==> src/rtl/soldier_spawner.sv <==
// Shared soldier-slot allocator for two players: round-robin grants into the lowest free slot,
// per-player live-count limits, per-player cooldowns, and per-slot kill handling.
module soldier_spawner #(
    parameter int unsigned NSLOT        = 4,
    parameter int unsigned MAX_PER_SIDE = 3,
    parameter int unsigned COOLDOWN     = 8,
    localparam int unsigned SW  = (NSLOT > 1) ? $clog2(NSLOT) : 1,
    localparam int unsigned CW  = $clog2(MAX_PER_SIDE + 1),
    localparam int unsigned CDW = (COOLDOWN > 0) ? $clog2(COOLDOWN + 1) : 1
) (
    input  logic             clk,
    input  logic             rst_n,
    input  logic             game_en,
    input  logic             clear,
    input  logic [1:0]       spawn_req,
    input  logic [NSLOT-1:0] kill,
    output logic [NSLOT-1:0] slot_valid,
    output logic [NSLOT-1:0] slot_dir,
    output logic [1:0]       spawn_ack,
    output logic [SW-1:0]    grant_slot,
    output logic [CW-1:0]    count_a,
    output logic [CW-1:0]    count_b
);

    localparam logic [CW-1:0]  MaxCnt = CW'(MAX_PER_SIDE);
    localparam logic [CDW-1:0] CdLoad = CDW'(COOLDOWN);

    typedef enum logic {PtrA, PtrB} ptr_e;

    logic [NSLOT-1:0] slot_valid_q, slot_valid_d;
    logic [NSLOT-1:0] slot_dir_q, slot_dir_d;
    logic [1:0]       ack_q, ack_d;
    logic [SW-1:0]    grant_slot_q, grant_slot_d;
    logic [CW-1:0]    count_a_q, count_a_d, count_b_q, count_b_d;
    logic [CDW-1:0]   cd_a_q, cd_a_d, cd_b_q, cd_b_d;
    ptr_e             ptr_q, ptr_d;

    logic             free_found;
    logic [SW-1:0]    free_idx;
    logic [CW-1:0]    kills_a, kills_b;
    logic             elig_a, elig_b, grant_a, grant_b;

    // Search and kill tally use registered slot_valid, so a slot killed this cycle stays
    // unavailable until the next one.
    always_comb begin
        free_found = 1'b0;
        free_idx   = '0;
        kills_a    = '0;
        kills_b    = '0;
        for (int unsigned i = 0; i < NSLOT; i++) begin
            if (!slot_valid_q[i] && !free_found) begin
                free_found = 1'b1;
                free_idx   = SW'(i);
            end
            if (kill[i] && slot_valid_q[i]) begin
                if (slot_dir_q[i]) kills_a = kills_a + CW'(1);
                else               kills_b = kills_b + CW'(1);
            end
        end
    end

    always_comb begin
        elig_a  = spawn_req[0] & game_en & ~clear & (cd_a_q == '0) & (count_a_q < MaxCnt)
                  & free_found;
        elig_b  = spawn_req[1] & game_en & ~clear & (cd_b_q == '0) & (count_b_q < MaxCnt)
                  & free_found;
        grant_a = elig_a & (~elig_b | (ptr_q == PtrA));
        grant_b = elig_b & ~grant_a;
    end

    always_comb begin
        slot_valid_d = slot_valid_q;
        slot_dir_d   = slot_dir_q;
        ack_d        = '0;
        grant_slot_d = grant_slot_q;
        count_a_d    = count_a_q;
        count_b_d    = count_b_q;
        cd_a_d       = cd_a_q;
        cd_b_d       = cd_b_q;
        ptr_d        = ptr_q;

        if (clear) begin
            slot_valid_d = '0;
            count_a_d    = '0;
            count_b_d    = '0;
            cd_a_d       = '0;
            cd_b_d       = '0;
            ptr_d        = PtrA;
        end else begin
            slot_valid_d = slot_valid_q & ~kill;
            count_a_d    = count_a_q - kills_a;
            count_b_d    = count_b_q - kills_b;

            if (grant_a)                      cd_a_d = CdLoad;
            else if (game_en && cd_a_q != '0) cd_a_d = cd_a_q - CDW'(1);
            if (grant_b)                      cd_b_d = CdLoad;
            else if (game_en && cd_b_q != '0) cd_b_d = cd_b_q - CDW'(1);

            if (grant_a || grant_b) begin
                slot_valid_d[free_idx] = 1'b1;
                slot_dir_d[free_idx]   = grant_a;
                ack_d                  = {grant_b, grant_a};
                grant_slot_d           = free_idx;
                ptr_d                  = grant_a ? PtrB : PtrA;
                if (grant_a) count_a_d = count_a_d + CW'(1);
                else         count_b_d = count_b_d + CW'(1);
            end
        end
    end

    always_ff @(posedge clk or negedge rst_n) begin
        if (!rst_n) begin
            slot_valid_q <= '0;
            slot_dir_q   <= '0;
            ack_q        <= '0;
            grant_slot_q <= '0;
            count_a_q    <= '0;
            count_b_q    <= '0;
            cd_a_q       <= '0;
            cd_b_q       <= '0;
            ptr_q        <= PtrA;
        end else begin
            slot_valid_q <= slot_valid_d;
            slot_dir_q   <= slot_dir_d;
            ack_q        <= ack_d;
            grant_slot_q <= grant_slot_d;
            count_a_q    <= count_a_d;
            count_b_q    <= count_b_d;
            cd_a_q       <= cd_a_d;
            cd_b_q       <= cd_b_d;
            ptr_q        <= ptr_d;
        end
    end

    assign slot_valid = slot_valid_q;
    assign slot_dir   = slot_dir_q;
    assign spawn_ack  = ack_q;
    assign grant_slot = grant_slot_q;
    assign count_a    = count_a_q;
    assign count_b    = count_b_q;

endmodule

==> config.mk <==
export PLATFORM = sky130hd
export DESIGN_NAME = soldier_spawner
export DESIGN_NICKNAME = d
export VERILOG_FILES = /design/src/rtl/soldier_spawner.sv
export SDC_FILE = /design/constraint.sdc
export NUM_CORES = 1
export LEC_CHECK = 0
export ABC_AREA = 1
export BUFFER_PORTS_ARGS = -buffer_cell sky130_fd_sc_hd__clkbuf_2
export CORE_MARGIN = 4
export CORE_UTILIZATION = 35
export DETAILED_ROUTE_END_ITERATION = 8
export RECOVER_POWER = 50
export SETUP_SLACK_MARGIN = 0.5
export SLEW_MARGIN = 25
export SYNTH_ARGS = -nofsm -noshare
export SYNTH_HDL_FRONTEND = slang
export SYNTH_SLANG_ARGS = --single-unit
==> constraint.sdc <==
create_clock -name clk -period 2.1 [get_ports clk]
set_input_delay 0.63 -clock clk [delete_from_list [all_inputs] [get_ports clk]]
set_output_delay 0.63 -clock clk [all_outputs]
set_load 0.01 [all_outputs]
==> flow_metrics.py <==
metrics = {
    "pwr": {
        "peakVddDrop_uv": 419.4,
        "p_comb_share_pct": 54.6,
        "internal-power_w": 0.001347,
        "switch_share_pct": 40.38,
        "power.static_leakage_nw": 1.294,
        "fin_total_pwr_w": 0.002259,
        "power.clock.fraction_pct": 13.3,
        "net-switching-power_w": 0.0009121,
        "cellPowerDensity_nw_per_um2": 948.1,
        "seqPwrFrac_pct": 32.1,
    },
    "setup_path": {
        "cp.arrival_ps": 2470,
        "critical_path.endpoint_type": "flip-flop",
        "worstPathCellList": "clkbuf_16 -> nand2_4 -> nor2_4 -> ha_4 -> nand2_4 -> nand2_2 -> nand2_2 -> buf_4 -> buf_4 -> buf_4 -> buf_4 -> buf_4 -> buf_4 -> buf_4 -> nand2_2 -> nand2_1 -> nand2_1 -> nand2_1 -> nand2_1 -> nor2_1",
        "worst-path-stages": 20,
        "rr_worst_depth": 19,
        "worst_path_most_repeated_cell": "sky130_fd_sc_hd__buf_4",
        "path_max_fanout": 3,
        "timing.setup.critical_path_class": "in -> reg",
        "crit_slowest_cell": "sky130_fd_sc_hd__ha_4",
        "cp-start-kind": "input port",
        "crit_buf_inv": 8,
        "critPathRequiredTime_ps": 2280,
        "worst_path_largest_cell_delay_ps": 260,
        "cpLargestDelayFamily": "buffers and inverters",
        "critical_path.startpoint": "kill[0]",
        "worst_r2r_startpoint": "slot_dir[0]",
    },
    "cts": {
        "clk_pin_slew_worst_paths_ps": 90,
        "insertion_delay_ps": 280,
        "cts_made_buffers": 3,
        "cts_tree": "done",
        "numClockSinks": 25,
        "root_buffer_cell": "sky130_fd_sc_hd__clkbuf_8",
        "h-tree-depth": 1,
        "clk_path_buf_depth": 2,
    },
    "drt": {
        "avgViaCountPerCell": 4.662,
        "drcViolationCount": 0,
        "average_routed_wire_per_standard_cell_um": 12.11,
        "dr_vias": 1543,
        "drtIter0Drc": 59,
        "wl_met1_um": 1849,
        "detailroute.wirelength.met3_um": 115,
        "postRouteAntennaNets": 0,
        "routed.top_layer": "met4",
        "first_pass_iters": 4,
        "routed_wirelength_um": 4008,
        "met2RoutedLength_um": 1938,
    },
    "cells_and_area": {
        "fin_cells": 331,
        "finish.instance_area_um2": 2382,
        "layout-drive-gt1-share_pct": 45.20,
        "areaGrowthSynthToFinish_pct": 55.17,
        "diodes": 0,
        "nFillCells": 385,
        "nNetsFinal": 299,
    },
    "synth": {
        "post_synth_main_area_contributors": "sky130_fd_sc_hd__dfrtp_1, sky130_fd_sc_hd__nand2_1, sky130_fd_sc_hd__inv_1",
        "synth_largest_area_cell": "sky130_fd_sc_hd__dfrtp_1",
        "ys_seq_area_share_pct": 40.75,
        "postSynthRegisterBits": 25,
        "synth_top_area_share_pct": 40.75,
        "yosysWarningCount": 0,
        "synthesis.area_um2": 1535,
        "postSynthNetCount": 227,
        "syn_area_cell_um2": 7.311,
        "syn_inst": 210,
        "yosysUniqueCellTypes": 23,
    },
    "outcome": {
        "failing_checks": "setup timing",
        "outcome": "finished, violations left",
    },
    "global_route": {
        "grt_pass1_wl_um": 6575,
        "antenna_found_initial": 0,
        "grt_overflow": 0,
        "largest_net_degree_at_the_start_of_global_routing": 26,
        "vias_in_the_first_global_route": 1451,
        "track_usage_pct": 15.56,
    },
    "placement": {
        "detailed_place_hpwl_um": 2669,
        "globalplace.congestion": 0.7797,
        "dpl_cell_area_um2": 1873,
        "port_buffers": 25,
        "worst_slack_placed_ps": -515.1,
        "placed_instances": 302,
    },
    "timing": {
        "min_period_over_period_pct": 109.2,
        "worst-slew-pin-transition_ps": 1421,
        "setup-violations-final": 2,
        "maxSlewHeadroom_pct": 5.282,
        "maxClockFrequency_mhz": 435.9,
        "timing.final.max_slew_violations": 0,
        "post-route-min-period_ps": 2294,
        "setup_slack_ps": -194.0,
        "grt_setup_unrepaired": "true",
        "timing.clock.skew_ps": 1.809,
        "timing.final.hold_violations": 0,
    },
    "floorplan": {
        "die_area_um2": 5510,
        "fp-row-count": 23,
        "start_util_pct": 37.31,
        "ioPinCount": 26,
        "core-area_um2": 4115,
        "die_width_um": 74.23,
        "fp.dieH_um": 74.23,
    },
    "hold_path": {
        "min_from": "grant_slot[1]",
        "hold-path-cell-count": 2,
        "min-delay-path-class": "reg -> reg",
    },
    "flow_run": {
        "number_of_maximum_capacitance_constraint_violations": 0,
    },
}
-- synth_stat cells (all sizes together) --
cell type and instances:
nor3 3, nand3 17, inv 39, or2 3
a21oi 8, a31oi 1, xnor2 2, o21ai 7
nand2 65, clkinv 1, ha 7, nand4 3
xor2 3, dfrtp 25, buf 2, nor2 20
o31ai 4
-- flip-flops by register name (all words and copies together), names as in the netlist --
signal and cells:
count_a 2, grant_slot 2, spawn_ack 2, count_b 2
ptr_q 1, slot_dir 4, cd_b_q 4, cd_a_q 4
slot_valid 4
-- layout make-up --
type	count	area [um2]	share of cell area, %
multi-input combinational	143	947.2	39.76
inverter	40	157.7	6.618
clock buffer	4	45.04	1.891
timing repair buffer	69	541.8	22.74
tap	50	62.56	2.626
sequential	25	628.1	26.37
-- cell families after synthesis --
family | count (synthesis) | synth area share [%]
DFF | 25 | 40.75
buffers and inverters | 42 | 11.74
adders and majority gates | 7 | 5.705
xor gates and xnor gates | 5 | 2.853
and+or+nand+nor | 111 | 31.70
AOI/OAI and AO/OA | 20 | 7.254
-- path summary, 6_finish.rpt --
kind	to	slack [ps]
setup / recovery	count_b[1]	-190
hold / removal	grant_slot[1]	490
setup reg to reg	count_b[1]	-180
hold reg to reg	grant_slot[1]	490
max in group asynchronous	slot_valid[0]	510
min in group asynchronous	slot_valid[3]	660
-- placed cells by master (no fill, tap or decap), drive strengths merged --
| cell type | Yosys | final |
|---|---|---|
| nand2 | 65 | 65 |
| buf | 2 | 48 |
| inv | 39 | 39 |
| dfrtp | 25 | 25 |
| clkbuf | 0 | 25 |
| nor2 | 20 | 20 |
| nand3 | 17 | 17 |
| a21oi | 8 | 8 |
| o21ai | 7 | 7 |
| ha | 7 | 7 |
| o31ai | 4 | 4 |
| nand4 | 3 | 3 |
| xor2 | 3 | 3 |
| nor3 | 3 | 3 |
| or2 | 3 | 3 |
| xnor2 | 2 | 2 |
| clkinv | 1 | 1 |
| a31oi | 1 | 1 |
-- worst register-to-register path, stage by stage, from the launching register on --
cell	delay [ps]
sky130_fd_sc_hd__dfrtp_2	450
sky130_fd_sc_hd__buf_6	130
sky130_fd_sc_hd__nor2_4	100
sky130_fd_sc_hd__buf_4	120
sky130_fd_sc_hd__nand2_2	60
sky130_fd_sc_hd__nand2_2	80
sky130_fd_sc_hd__nand2_2	60
sky130_fd_sc_hd__buf_4	140
sky130_fd_sc_hd__buf_4	120
sky130_fd_sc_hd__buf_4	120
sky130_fd_sc_hd__buf_4	120
sky130_fd_sc_hd__buf_4	120
sky130_fd_sc_hd__buf_4	120
sky130_fd_sc_hd__buf_4	130
sky130_fd_sc_hd__nand2_2	50
sky130_fd_sc_hd__nand2_1	40
sky130_fd_sc_hd__nand2_1	70
sky130_fd_sc_hd__nand2_1	50
sky130_fd_sc_hd__nand2_1	50
sky130_fd_sc_hd__nor2_1	30
-- through the flow --
stage | hold slack [ps] | util (%) | setup TNS, ps
2_1_floorplan | 334.4 | - | -499.2
3_3_place_gp | 475.0 | 45.52 | -1312
3_5_place_dp | 472.2 | 45.52 | -1345
4_1_cts | 388.0 | 53.57 | -227.6
5_1_grt | 543.3 | 57.89 | -681.6
6_report | 490.1 | 57.89 | -364.0
-- metal layers --
metal	vias to the layer above	track usage (%)
li1	790	-
met1	721	20.49
met2	23	25.20
met5	-	0
met4	0	7.115
met3	9	2.432
-- repair_timing --
action,4_1_cts,5_1_grt
pin swaps,33,24
setup endpoints to repair,24,30
hold buffers,0,0
resized for setup,46,36
buffers inserted,15,10
-- power by group through the flow --
stage | sequential (W) | clock [W] | combinational (W)
2_1_floorplan | 0.000742 | 0 | 0.000571
3_3_place_gp | 0.000720 | 0 | 0.000838
3_5_place_dp | 0.000723 | 0 | 0.000849
4_1_cts | 0.000731 | 0.000309 | 0.00104
5_1_grt | 0.000744 | 0.000332 | 0.00138
6_report | 0.000725 | 0.000301 | 0.00123
(Power assumes the default switching activity.)
